[config.mk]
export PLATFORM = sky130hd
export DESIGN_NAME = sfm_red_sum_ctrl
export DESIGN_NICKNAME = d
export VERILOG_FILES = /design/src/rtl/sfm_pkg.sv /design/src/rtl/sfm_red_sum_ctrl.sv
export SDC_FILE = /design/constraint.sdc
export NUM_CORES = 1
export LEC_CHECK = 0
export BUFFER_PORTS_ARGS = -buffer_cell sky130_fd_sc_hd__buf_2
export CORE_MARGIN = 2
export CORE_UTILIZATION = 50
export DETAILED_ROUTE_END_ITERATION = 6
export GPL_TIMING_DRIVEN = 0
export PLACE_DENSITY = 0.76
export SYNTH_ARGS = -nofsm -noshare
export SYNTH_HDL_FRONTEND = slang
export SYNTH_SLANG_ARGS = --single-unit
[constraint.sdc]
create_clock -name clk_i -period 5.1 [get_ports clk_i]
set_clock_uncertainty 0.15 [all_clocks]
set_input_delay 0.51 -clock clk_i [delete_from_list [all_inputs] [get_ports clk_i]]
set_output_delay 0.51 -clock clk_i [all_outputs]
set_load 0.02 [all_outputs]
[src/rtl/sfm_pkg.sv]
// Shared types and helpers for the FP reduction-sum controller.
package sfm_pkg;

  typedef enum logic [2:0] {
    ST_IDLE,
    ST_FEED,
    ST_DRAIN,
    ST_OUTPUT,
    ST_CLEAR
  } red_ctrl_state_e;

  localparam int unsigned STRB_MAX = 64;

  // Remainder-based form keeps num = 2^32-1 from wrapping.
  function automatic int unsigned ceil_div(input int unsigned num, input int unsigned den);
    return (num / den) + (((num % den) != 0) ? 32'd1 : 32'd0);
  endfunction

  function automatic logic [STRB_MAX-1:0] tail_strb(input int unsigned tail);
    if (tail == 0) return '1;
    return (STRB_MAX'(1) << tail) - STRB_MAX'(1);
  endfunction

endpackage

[src/rtl/sfm_red_sum_ctrl.sv]
// Row-reduction job sequencer: splits a row into beats for the FP sum datapath,
// drains it, and returns the accumulated scalar on a valid/ready port.
module sfm_red_sum_ctrl
  import sfm_pkg::*;
#(
  parameter int unsigned VECT_WIDTH = 4,
  parameter int unsigned ACC_WIDTH  = 32,
  parameter int unsigned LEN_WIDTH  = 16,
  parameter type         TAG_TYPE   = logic
) (
  input  logic                  clk_i,
  input  logic                  rst_ni,
  input  logic                  clear_i,
  input  logic                  start_i,
  input  logic [LEN_WIDTH-1:0]  len_i,
  input  TAG_TYPE               tag_i,
  output logic                  idle_o,
  input  logic                  in_valid_i,
  output logic                  in_ready_o,
  output logic                  dp_valid_o,
  output logic [VECT_WIDTH-1:0] dp_strb_o,
  input  logic                  dp_ready_i,
  output logic                  dp_enable_o,
  output logic                  dp_clear_o,
  input  logic                  dp_done_i,
  input  logic [ACC_WIDTH-1:0]  dp_res_i,
  input  logic                  dp_busy_i,
  output logic [ACC_WIDTH-1:0]  res_o,
  output TAG_TYPE               res_tag_o,
  output logic                  res_valid_o,
  input  logic                  res_ready_i
);

  localparam int unsigned TAIL_MASK = VECT_WIDTH - 1;

  red_ctrl_state_e       state_q, state_d;
  logic [LEN_WIDTH-1:0]  beats_left_q, beats_left_d;
  logic [LEN_WIDTH-1:0]  pending_q, pending_d;
  logic [VECT_WIDTH-1:0] last_strb_q, last_strb_d;
  TAG_TYPE               tag_q, tag_d;
  logic [ACC_WIDTH-1:0]  res_q, res_d;
  logic                  res_valid_q, res_valid_d;
  logic                  idle_q, idle_d;
  logic                  dp_enable_q, dp_enable_d;
  logic                  dp_clear_q, dp_clear_d;

  logic in_feed;
  logic xfer;
  logic accept;
  logic last_beat;

  assign in_feed   = (state_q == ST_FEED);
  assign xfer      = in_feed & in_valid_i & dp_ready_i;
  assign accept    = idle_q & start_i;
  assign last_beat = (beats_left_q == LEN_WIDTH'(1));

  assign in_ready_o  = in_feed & dp_ready_i;
  assign dp_valid_o  = in_feed & in_valid_i;
  assign dp_strb_o   = !in_feed ? '0 : (last_beat ? last_strb_q : '1);
  assign idle_o      = idle_q;
  assign dp_enable_o = dp_enable_q;
  assign dp_clear_o  = dp_clear_q;
  assign res_o       = res_q;
  assign res_tag_o   = tag_q;
  assign res_valid_o = res_valid_q;

  always_comb begin
    state_d      = state_q;
    beats_left_d = beats_left_q;
    last_strb_d  = last_strb_q;
    tag_d        = tag_q;
    res_d        = res_q;
    res_valid_d  = res_valid_q;
    idle_d       = idle_q;
    dp_enable_d  = dp_enable_q;
    dp_clear_d   = 1'b0;

    pending_d = pending_q;
    if (xfer && !dp_done_i) begin
      pending_d = pending_q + LEN_WIDTH'(1);
    end else if (!xfer && dp_done_i && (pending_q != '0)) begin
      pending_d = pending_q - LEN_WIDTH'(1);
    end

    // idle_q is high in IDLE and in the post-reset CLEAR cycle, so a start
    // arriving in either is launched here rather than inside the case.
    if (accept) begin
      tag_d        = tag_i;
      beats_left_d = LEN_WIDTH'(ceil_div(32'(len_i), VECT_WIDTH));
      last_strb_d  = VECT_WIDTH'(tail_strb(32'(len_i) & TAIL_MASK));
      idle_d       = 1'b0;
      if (len_i == '0) begin
        res_d       = '0;
        res_valid_d = 1'b1;
        state_d     = ST_OUTPUT;
      end else begin
        dp_enable_d = 1'b1;
        state_d     = ST_FEED;
      end
    end else begin
      case (state_q)
        ST_IDLE: ;
        ST_FEED: begin
          if (xfer) begin
            beats_left_d = beats_left_q - LEN_WIDTH'(1);
            if (last_beat) state_d = ST_DRAIN;
          end
        end
        ST_DRAIN: begin
          if ((pending_q == '0) && !dp_busy_i) begin
            res_d       = dp_res_i;
            res_valid_d = 1'b1;
            dp_enable_d = 1'b0;
            state_d     = ST_OUTPUT;
          end
        end
        ST_OUTPUT: begin
          if (res_ready_i) begin
            res_valid_d = 1'b0;
            dp_clear_d  = 1'b1;
            state_d     = ST_CLEAR;
          end
        end
        ST_CLEAR: begin
          idle_d  = 1'b1;
          state_d = ST_IDLE;
        end
        default: begin
          idle_d  = 1'b1;
          state_d = ST_IDLE;
        end
      endcase
    end

    if (clear_i) begin
      state_d      = ST_CLEAR;
      beats_left_d = '0;
      pending_d    = '0;
      tag_d        = '0;
      res_d        = '0;
      res_valid_d  = 1'b0;
      idle_d       = 1'b0;
      dp_enable_d  = 1'b0;
      dp_clear_d   = 1'b1;
    end
  end

  always_ff @(posedge clk_i or negedge rst_ni) begin
    if (!rst_ni) begin
      state_q      <= ST_CLEAR;
      beats_left_q <= '0;
      pending_q    <= '0;
      last_strb_q  <= '0;
      tag_q        <= '0;
      res_q        <= '0;
      res_valid_q  <= 1'b0;
      idle_q       <= 1'b1;
      dp_enable_q  <= 1'b0;
      dp_clear_q   <= 1'b0;
    end else begin
      state_q      <= state_d;
      beats_left_q <= beats_left_d;
      pending_q    <= pending_d;
      last_strb_q  <= last_strb_d;
      tag_q        <= tag_d;
      res_q        <= res_d;
      res_valid_q  <= res_valid_d;
      idle_q       <= idle_d;
      dp_enable_q  <= dp_enable_d;
      dp_clear_q   <= dp_clear_d;
    end
  end

  // A completion with nothing outstanding means the datapath and the counter disagree.
  a_done_without_pending: assert property (
    @(posedge clk_i) disable iff (!rst_ni)
    (dp_done_i && !clear_i && ((state_q == ST_FEED) || (state_q == ST_DRAIN))) |-> (pending_q != '0)
  );

endmodule

==> run_results.csv <==
group,metric,value,unit
pwr,p_leak,2.76,nW
clocking,cts_tree,"done",
synthesis,syn-num-nets,599,
die,die_h,101,um
timing,post-route-period-util,79.8,%
grt,overflow,0,
timing,fmax,246,MHz
synthesis,ys_seq_area_share,40.2,%
grt,track_usage,23.0,%
synthesis,ys.flop_type,"dfrtp_1",
die,coreArea,9200,sq um
die,start_util,51.5,%
clocking,postCtsSetupBuffers,0,
setup_path,critPathMaxFanout,19,
timing,relSlewSlack,53.0,%
setup_path,crit_required,5.20,ns
clocking,clock-sinks,76,
placement,place_hpwl,8.45,mm
setup_path,crit_path_start_kind,"flop",
layout,antenna_cells,0,
timing,setup_viol,0,
timing,rsz0062_at_grt,"no",
setup_path,rr_worst_depth,11,
hold_path,hp-class,"input pin to flop",
job,cap_viol_max_count,0,
clocking,clock-root-buffer,"clkbuf_8",
synthesis,yosys.area.top_type,"dfrtp_1",
setup_path,critPathKind,"flop to flop",
hold_path,holdPathEnd,"res_tag_o",
setup_path,endpoint_kind,"flop",
die,die_area,10300,sq um
synthesis,synth.top_cell.area_share,39.1,%
setup_path,slowest_stage,"ha_1",
setup_path,r2r_slack,1.03,ns
die,rows,35,
synthesis,synthTopCellsByArea,"dfrtp_1 (39%), mux2i_1 (7.0%), ha_1 (5.8%), nand2_1 (5.4%), xnor2_1 (4.1%)",
layout,nets,711,
layout,areaGrowthSynthToFinish,18.1,%
timing,min_period,4.07,ns
synthesis,synth_edf_count,0,
route,drc,0,
timing,final.setup.tns,0,ns
grt,antenna_found_initial,0,
pwr,ir_drop,175,uV
setup_path,crit_chain,"or3b_1 -> buf_6 -> nor3_2 -> inv_1 -> ha_1 -> nand3_1 -> o211ai_1 -> nand4_1 -> a2111oi_0 -> or3_1 -> mux2_4",
timing,tightest_slew,0.703,ns
clocking,cts_buffer_depth,2,
die,ios,101,
synthesis,synthesis.area,4740,sq um
route,postRouteAntennaNets,0,
placement,io_buffer_count,99,
synthesis,yosysWarnings,0,
timing,whs,0.219,ns
grt,grt_first_pass_wirelength,18.8,mm
timing,hold_violations,0,
synthesis,async_flop_share,100,%
route,post_drt_wl_per_cell,14.9,um
clocking,clk_latency,0.37,ns
route,vias,4130,
hold_path,worstHoldPathCells,3,
setup_path,reg2reg_from,"state_q[0]",
pwr,power_density,370,nW/um^2
setup_path,rr_endpoint,"pending_q[15]",
setup_path,cp.arrival,4.17,ns
grt,grt_max_degree,48,
route,drt_wl_total,11.1,mm
placement,routabilityCongestion,0.925,
die,fp.dieW,101,um
route,drt_iter0_drc,229,
synthesis,synth-seq-cells,76,
synthesis,synthDistinctLibCells,64,
hold_path,min_from,"tag_i",
grt,grt_pass1_vias,4020,
synthesis,syn_area_per_cell,9.14,sq um
clocking,clkTransAtPathRegs,0.09,ns
timing,maxSlewViolCount,0,
setup_path,slowest_delay,0.53,ns
synthesis,synth_cells,518,
clocking,ctsHtreeMaxLevel,3,
layout,drive_above_1_share,23.0,%
status,status,"finished clean",
route,routed_via_density,5.54,
clocking,cts_inserted_buffers,9,
route,dr.pass1.iters,4,
==> per-stage QoR <==
stage	instance area [sq um]	util (%)	cells	power, mW	worst slack, ns
after global placement	5370	58.4	728	1.60	1.17
after global routing	5590	60.8	746	2.23	0.737
final	5590	60.8	746	2.07	1.03
after floorplan	4740	-	518	1.41	1.55
after CTS	5590	60.8	746	2.07	1.11
after detailed placement	5400	58.7	729	1.63	1.13
==> repair_timing <==
action,4_1_cts,5_1_grt
resized for setup,0,0
hold buffers,1,0
endpoints found under the hold margin,29,0
endpoints found under the setup margin,0,0
==> cell usage in the layout (no fill, tap or decap), types with 5 or more instances in the layout <==
cell type and n:
dfrtp_1 74, a21o_1 7, buf_2 101, nor4_1 11
and3_1 7, nor2_1 41, ha_1 22, or3_1 5
and2_1 5, nor3_2 5, xor2_1 13, nand3_1 16
o21ai_0 9, xnor2_1 22, clkbuf_8 9, nor3_1 8
nand2_1 68, nand4_1 7, clkbuf_1 12, mux2i_1 33
inv_1 43, a211oi_1 12, a21oi_1 26
==> cell families after synthesis <==
kind of cell,after synthesis,synth area share [%]
fa+ha+maj,23,6.24
mux,34,7.29
compound gates,84,12.1
xor+xnor,35,6.47
buf+inv,63,5.47
simple gates,203,22.2
flops,76,40.2
==> synthesized netlist by cell type (4+ instances only) <==
library cell	count
o211ai_1	4
a21o_1	7
nor4_1	11
nor2_1	41
dfrtp_1	74
nor3_2	5
nand2_1	68
xnor2_1	22
and2_1	5
nor2b_1	4
nor3_1	8
or3_1	5
o21ai_0	9
nand3_1	16
inv_1	43
and4_1	4
nand4_1	7
ha_1	22
o21bai_1	4
clkbuf_1	12
a211oi_1	12
xor2_1	13
a21oi_1	26
mux2i_1	33
and3_1	7
==> final cells by class <==
| type | instances | area [sq um] |
|---|---|---|
| Multi-Input combinational cell | 379 | 2570 |
| Buffer | 20 | 97.6 |
| Clock buffer | 9 | 124 |
| Fill cell | 788 | 3600 |
| Sequential cell | 76 | 1900 |
| Inverter | 43 | 161 |
| Timing Repair Buffer | 101 | 536 |
| Clock inverter | 7 | 57.6 |
| Tap cell | 111 | 139 |
==> power by group <==
| part | leakage (nW) | switching (mW) | internal (mW) |
|---|---|---|---|
| logic | 1.68 | 0.506 | 0.382 |
| clock network | 0.0829 | 0.252 | 0.182 |
| registers | 0.992 | 0.0652 | 0.683 |
==> per-layer routing <==
layer	vias up	track usage [%]	part of all wire, %
met5	-	0	0
met4	0	8.32	1.4
met3	11	3.52	5.6
met2	132	36.5	44
met1	1951	32.2	49
li1	2036	-	-
==> flip-flops by register name, indices dropped and copies added (netlist names) <==
signal        flops
res_o            32
beats_left_q     16
pending_q        16
last_strb_q       4
state_q           3
dp_clear_o        1
dp_enable_o       1
idle_o            1
res_tag_o         1
res_valid_o       1
==> worst max-delay path: cells and delay by family (launching register included) <==
kind / cells / cell delay (ns)
AND/OR/NAND/NOR: 5 / 1.20
AO/OA/AOI/OAI: 2 / 0.79
buffers and inverters: 2 / 0.55
adder cells (fa/ha/maj): 1 / 0.53
flip-flops: 1 / 0.46
multiplexers: 1 / 0.29
==> how the worst max path moves through the flow <==
| stage | start | endpoint | slack (ns) |
|---|---|---|---|
| detailed placement | state_q[0] | pending_q[15] | 1.13 |
| finish | state_q[0] | pending_q[15] | 1.03 |
| CTS | state_q[0] | pending_q[15] | 1.11 |
| floorplan | state_q[1] | pending_q[15] | 1.55 |
| global placement | state_q[1] | pending_q[15] | 1.17 |
| global route | state_q[0] | pending_q[15] | 0.74 |
(Power assumes the default switching activity.)
